$ cat config.mk
export PLATFORM = sky130hd
export DESIGN_NAME = data_serializer
export DESIGN_NICKNAME = d
export VERILOG_FILES = /design/src/rtl/serdes_pkg.sv /design/src/rtl/ser_frame_ctrl.sv /design/src/rtl/data_serializer.sv
export SDC_FILE = /design/constraint.sdc
export NUM_CORES = 1
export LEC_CHECK = 0
export BUFFER_PORTS_ARGS = -buffer_cell sky130_fd_sc_hd__buf_2
export CAP_MARGIN = 0
export CORE_MARGIN = 4
export CORE_UTILIZATION = 53
export CTS_BUF_LIST = sky130_fd_sc_hd__clkbuf_8 sky130_fd_sc_hd__clkbuf_16
export DETAILED_ROUTE_END_ITERATION = 10
export PLACE_DENSITY_LB_ADDON = 0.25
export SETUP_SLACK_MARGIN = 0.2
export SLEW_MARGIN = 20
export SYNTH_ARGS = -nofsm -noshare
export SYNTH_HDL_FRONTEND = slang
export SYNTH_HIERARCHICAL = 1
export SYNTH_SLANG_ARGS = --single-unit
export TNS_END_PERCENT = 5
$ cat constraint.sdc
create_clock -name clk -period 2.3 [get_ports clk]
set_input_delay 0.46 -clock clk [delete_from_list [all_inputs] [get_ports clk]]
set_output_delay 0.46 -clock clk [all_outputs]
set_load 0.02 [all_outputs]
$ cat src/rtl/serdes_pkg.sv
// Shared types and helpers for the serializer / capture-latch pair.
package serdes_pkg;

   typedef enum logic {IDLE = 1'b0, SHIFT = 1'b1} ser_state_t;

   // Width of a word index within a frame; never narrower than one bit.
   function automatic int idx_w(input int stage);
      int w;
      w = $clog2(stage);
      return (w < 1) ? 1 : w;
   endfunction

endpackage

$ cat src/rtl/ser_frame_ctrl.sv
// Frame sequencer for the serializer: IDLE/SHIFT state, word index,
// ready generation and registered start/last strobes.
module ser_frame_ctrl
   import serdes_pkg::*;
#(
   parameter int STAGE = 8
) (
   input  logic                      clk,
   input  logic                      rst,
   input  logic                      load,
   input  logic                      hold,
   output logic                      ready,
   output logic                      accept,   // a frame is taken at this edge
   output logic                      advance,  // move to the next word at this edge
   output logic                      finish,   // frame ends with nothing queued behind it
   output logic [idx_w(STAGE)-1:0]   nxt_idx,
   output logic                      busy,
   output logic                      start_out,
   output logic                      last_out
);

   localparam int             IW       = idx_w(STAGE);
   localparam logic [IW-1:0]  LAST     = IW'(STAGE - 1);
   localparam bit             ONE_WORD = (STAGE == 1);

   ser_state_t    state;
   logic [IW-1:0] idx;
   logic          at_last;
   logic          shifting;

   // Handshake and step decisions derived from the current state, index and hold.
   always_comb begin
      shifting = (state == SHIFT);
      at_last  = (idx == LAST);
      nxt_idx  = idx + IW'(1);
      ready    = !shifting || (at_last && !hold);
      accept   = load && ready;
      advance  = shifting && !hold && !at_last;
      finish   = shifting && !hold && at_last && !load;
   end

   // Frame sequencing: state, word index and the registered frame strobes.
   always_ff @(posedge clk) begin
      if (rst) begin
         state     <= IDLE;
         idx       <= '0;
         start_out <= 1'b0;
         last_out  <= 1'b0;
      end else if (accept) begin
         state     <= SHIFT;
         idx       <= '0;
         start_out <= 1'b1;
         last_out  <= ONE_WORD;
      end else if (advance) begin
         idx       <= nxt_idx;
         start_out <= 1'b0;
         last_out  <= (nxt_idx == LAST);
      end else if (finish) begin
         state     <= IDLE;
         idx       <= '0;
         start_out <= 1'b0;
         last_out  <= 1'b0;
      end
   end

   assign busy = (state == SHIFT);

endmodule

$ cat src/rtl/data_serializer.sv
// Parallel-to-serial frame emitter: takes STAGE words on an accepted load and
// plays them out one per clock, word 0 first, with start/last framing.
module data_serializer
   import serdes_pkg::*;
#(
   parameter int STAGE  = 8,
   parameter int DWIDTH = 8
) (
   input  logic              clk,
   input  logic              rst,
   input  logic              load,
   input  logic [DWIDTH-1:0] data_par [0:STAGE-1],
   input  logic              hold,
   output logic              ready,
   output logic [DWIDTH-1:0] data_out,
   output logic              valid,
   output logic              start_out,
   output logic              last_out,
   output logic              busy
);

   localparam int IW = idx_w(STAGE);

   logic [DWIDTH-1:0] frame_buf [0:STAGE-1];
   logic              accept;
   logic              advance;
   logic              finish;
   logic [IW-1:0]     nxt_idx;

   ser_frame_ctrl #(.STAGE(STAGE)) u_ctrl (
      .clk       (clk),
      .rst       (rst),
      .load      (load),
      .hold      (hold),
      .ready     (ready),
      .accept    (accept),
      .advance   (advance),
      .finish    (finish),
      .nxt_idx   (nxt_idx),
      .busy      (busy),
      .start_out (start_out),
      .last_out  (last_out)
   );

   // valid and busy are the same registered state bit.
   assign valid = busy;

   // Frame buffer: data_par is sampled only on the accepting edge.
   always_ff @(posedge clk) begin
      if (rst) begin
         for (int i = 0; i < STAGE; i++) frame_buf[i] <= '0;
      end else if (accept) begin
         frame_buf <= data_par;
      end
   end

   // Output word register: word 0 comes straight from data_par so it shows
   // in the cycle right after acceptance; later words come from the buffer.
   always_ff @(posedge clk) begin
      if (rst || finish) begin
         data_out <= '0;
      end else if (accept) begin
         data_out <= data_par[0];
      end else if (advance) begin
         data_out <= frame_buf[nxt_idx];
      end
   end

endmodule
==> results.md <==
- H-tree levels: 3
- Global route hottest layer: met2
- CTS Root Buffer Type: clkbuf_8
- Final WS setup: roughly 0.3 ns
- Xor/xnor cell area share of the yosys netlist: 0
- Site Rows: 29
- Slew Viols, Final: 0
- CP required: 2.56 ns
- Fin crit period: 2.00 ns
- Synth cell types: 32
- Max Clock Freq: 0.500 GHz
- DR DRC count: 0
- Detailed Route WL: 8160 µm
- Core area: about 0.0063 mm²
- # diodes: 0
- Main combinational cell family by area after synthesis: multiplexers
- Max FO, Critical Path: 17
- CP Launch Type: flop
- GRT Resource Usage Total: 0.211
- Int Pwr: 2.24 mW
- Top cell type's share of synthesized area: 0.449
- Path depth of the worst reg2reg path: 9
- Synthesized instance count: 353
- Chip height: approximately 89 µm
- GPL Wtd Cong: 0.780
- Period utilization: 0.870
- P_leak: 1.85 nW
- DR pass1 iterations: 4
- Final design utilization: 0.668
- Final-report setup violation count: 0
- Synthesized cell area: 0.00348 mm²
- Seq cells post-synth: 78
- Syn nets: 424
- Min-delay worst type: primary input to flop
- Final nets: 504
- Multi-input gate area: 0.00180 mm²
- Fin. Hold Viols: 0
- Synth warn: 6
- Worst hold endpoint: frame_buf[34]$_SDFFE_PP0P_
- Number of synthesized flops with an enable pin: 0
- GRT Residual Overflow: 0
- Sequential power share: 0.496
- Setup tns final: 0 ns
- Detail Route Antenna Nets: 0
- VDD IR max: around 0.48 mV
- Complex-gate fraction of the synthesized area: 0.102
- Initial drt markers: 159
- HP Start: data_par[34]
- Layout cell share with drive strength beyond 1: 0.307
- CP Class: flop to flop
- Ys async rst share: 0
- CP arrival: 2.26 ns
- Skew final: 0.0168 ns
- Combinational share of power: 0.143
- Max Cap Viol: 0
- Result of the run: finished clean
- Clk_lat worst skew: 0.35 ns
- Starting Density: 0.548
- Multiplexer area fraction after synthesis: 0.239
- Cell chain of the critical path: ha_1 -> ha_4 -> nand2b_4 -> a21boi_4 -> buf_12 -> buf_12 -> and2_1 -> o21ai_0 -> o31ai_1
- Vias in the first global route: between 2k and 3k
- Max_slew headroom: 0.585
- Final-layout fill cell count: ~520
- CP peak stage delay: approximately 0.40 ns
- TritonCTS clock tree: built
- Slowest-stage cell, CP: a21boi_4
- Switch share: 0.246
- Most common cell in the netlist: dfxtp_1
- Global-route wire length before repair: 12800 µm
- FF+latch area: 0.00156 mm²
- Pwr/cell area: 699 mW/mm²
- Met1 Usage GRT: 0.281
- Most frequent cell on the critical path: buf_12
- Post-Synth Adder-Cell Area: 0.0108
- Clk slew on worst S/H paths: approximately 0.09 ns
- Met3 usage: 0.0710
- Syn Area/Cell: 9.85 µm²
- CTS Buf Count: 9
- RSZ-0062 raised after global routing: no
- # IOs: 81
- Crit Reg-Reg Endpoint: data_out[6]$_SDFFE_PP0P_
- Vias/cell: 5.36
- Area delta synth->final: 22.1%
- Most instantiated cells after synthesis: 78 x dfxtp_1, 67 x nor2_1, 56 x mux2i_1, 21 x mux2_2, 18 x o21ai_0
- Hold depth: 3
- Post-Synth Simple-Gate Area: 0.157
- CTS max path bufs: 2
- Grt met2 use: 0.335
- Crit path capture type: flop
- Dominant cell type by area after synthesis: dfxtp_1
- Die area: 0.00792 mm²
- Placement Setup Slack: 0.130 ns
- Clk pwr share: 0.361
- R2R Setup Slk: 0.30 ns
- Critical R2R Launch: u_ctrl/idx[0]$_SDFFE_PP0P_
- DP HPWL: 5820 µm
- DR WL/cell: 15.9 µm
- Synth Flop Type: dfxtp_1
- Port bufs: 80
- Via Count: ~2.8k
- Width of the die: ~90 µm
- Synth top area cells: dfxtp_1 45%, mux2i_1 16%, nor2_1 7.2%
- Worst-Margin Slew: just over 0.6 ns
- Switching pwr: 0.730 mW
- Pin count of the biggest net entering global routing: 45
- Register area share after synthesis: 0.449
- Clock sink count: between 70 and 80
- Initial antenna violation count: 0
==> cells in the final DEF (no fill, tap or decap), drive strengths merged, types with 4 or more instances in the layout <==
| cell | netlist | layout |
|---|---|---|
| nand2 | 4 | 4 |
| nand2b | 5 | 5 |
| buf | 15 | 91 |
| nor3b | 10 | 10 |
| o21ai | 18 | 18 |
| a21oi | 9 | 9 |
| mux2i | 56 | 56 |
| a211oi | 11 | 11 |
| nor2b | 8 | 8 |
| nor2 | 67 | 67 |
| o22ai | 8 | 8 |
| inv | 3 | 4 |
| o31ai | 8 | 8 |
| mux2 | 24 | 24 |
| and2 | 10 | 10 |
| dfxtp | 78 | 78 |
| clkbuf | 8 | 10 |
==> stage by stage <==
step	hold WS (ns)	instance area [µm²]	std cells	power, mW
5_1_grt	0.351	4240	514	3.10
3_3_place_gp	0.461	3970	496	1.90
4_1_cts	0.340	4200	513	2.97
3_5_place_dp	0.470	3970	496	1.91
2_1_floorplan	0.446	3480	353	1.76
6_report	0.337	4240	514	2.97
==> power by group through the flow <==
stage	Sequential, mW	Clock, mW	Combinational (mW)
floorplan	1.50	0	0.259
global placement	1.50	0	0.402
detailed placement	1.50	0	0.410
CTS	1.47	1.08	0.419
global route	1.48	1.15	0.466
finish	1.47	1.07	0.425
==> per-layer routing <==
layer / vias up / wire [µm]
met4: 0 / 23
li1: 1394 / -
met2: 76 / 3940
met3: 3 / 616
met5: - / 0
met1: 1283 / 3570
==> critical path: cells and delay by family (launching register included) <==
family / cells / cell delay (ns)
buffers and inverters: 2 / 0.32
flip-flops: 1 / 0.36
adder cells (fa/ha/maj): 2 / 0.40
AO/OA/AOI/OAI: 3 / 0.60
AND/OR/NAND/NOR: 2 / 0.23
==> registers in the layout, summed over array words and instances (netlist names) <==
register          cells
frame_buf            64
data_out              8
u_ctrl/idx            3
u_ctrl/busy           1
u_ctrl/last_out       1
u_ctrl/start_out      1
==> repair_timing <==
item,4_1_cts,5_1_grt
setup buffers,2,0
endpoints found under the hold margin,0,0
resized for setup,0,4
pin swaps,1,1
gates cloned,0,1
setup endpoints to repair,29,43
hold buffers,0,0
==> cell families after synthesis <==
kind of cell,Yosys count
compound gates,57
fa+ha+maj,3
buf+inv,26
flops,78
mux,80
simple gates,109
==> layout make-up <==
type                    instances  share of cell area
multi-input cells             249               0.424
flip-flops and latches         78               0.368
inverters                       3             0.00265
repair buffers                 92               0.135
clock inverters                 6              0.0186
clock buffers                   9              0.0292
well taps                      77              0.0227
==> worst max-delay path by stage <==
stage | startpoint | endpoint | slack [ns] | depth (start not counted)
6_report | u_ctrl/idx[0]$_SDFFE_PP0P_ | data_out[6]$_SDFFE_PP0P_ | 0.30 | 9
5_1_grt | u_ctrl/idx[1]$_SDFFE_PP0P_ | data_out[6]$_SDFFE_PP0P_ | 0.21 | 9
4_1_cts | u_ctrl/idx[0]$_SDFFE_PP0P_ | frame_buf[52]$_SDFFE_PP0P_ | 0.23 | 8
3_5_place_dp | u_ctrl/idx[0]$_SDFFE_PP0P_ | data_out[3]$_SDFFE_PP0P_ | 0.13 | 8
3_3_place_gp | u_ctrl/idx[0]$_SDFFE_PP0P_ | data_out[3]$_SDFFE_PP0P_ | 0.21 | 8
2_1_floorplan | u_ctrl/idx[0]$_SDFFE_PP0P_ | data_out[3]$_SDFFE_PP0P_ | 0.21 | 9
No activity file was read; power rests on OpenSTA's default activity.
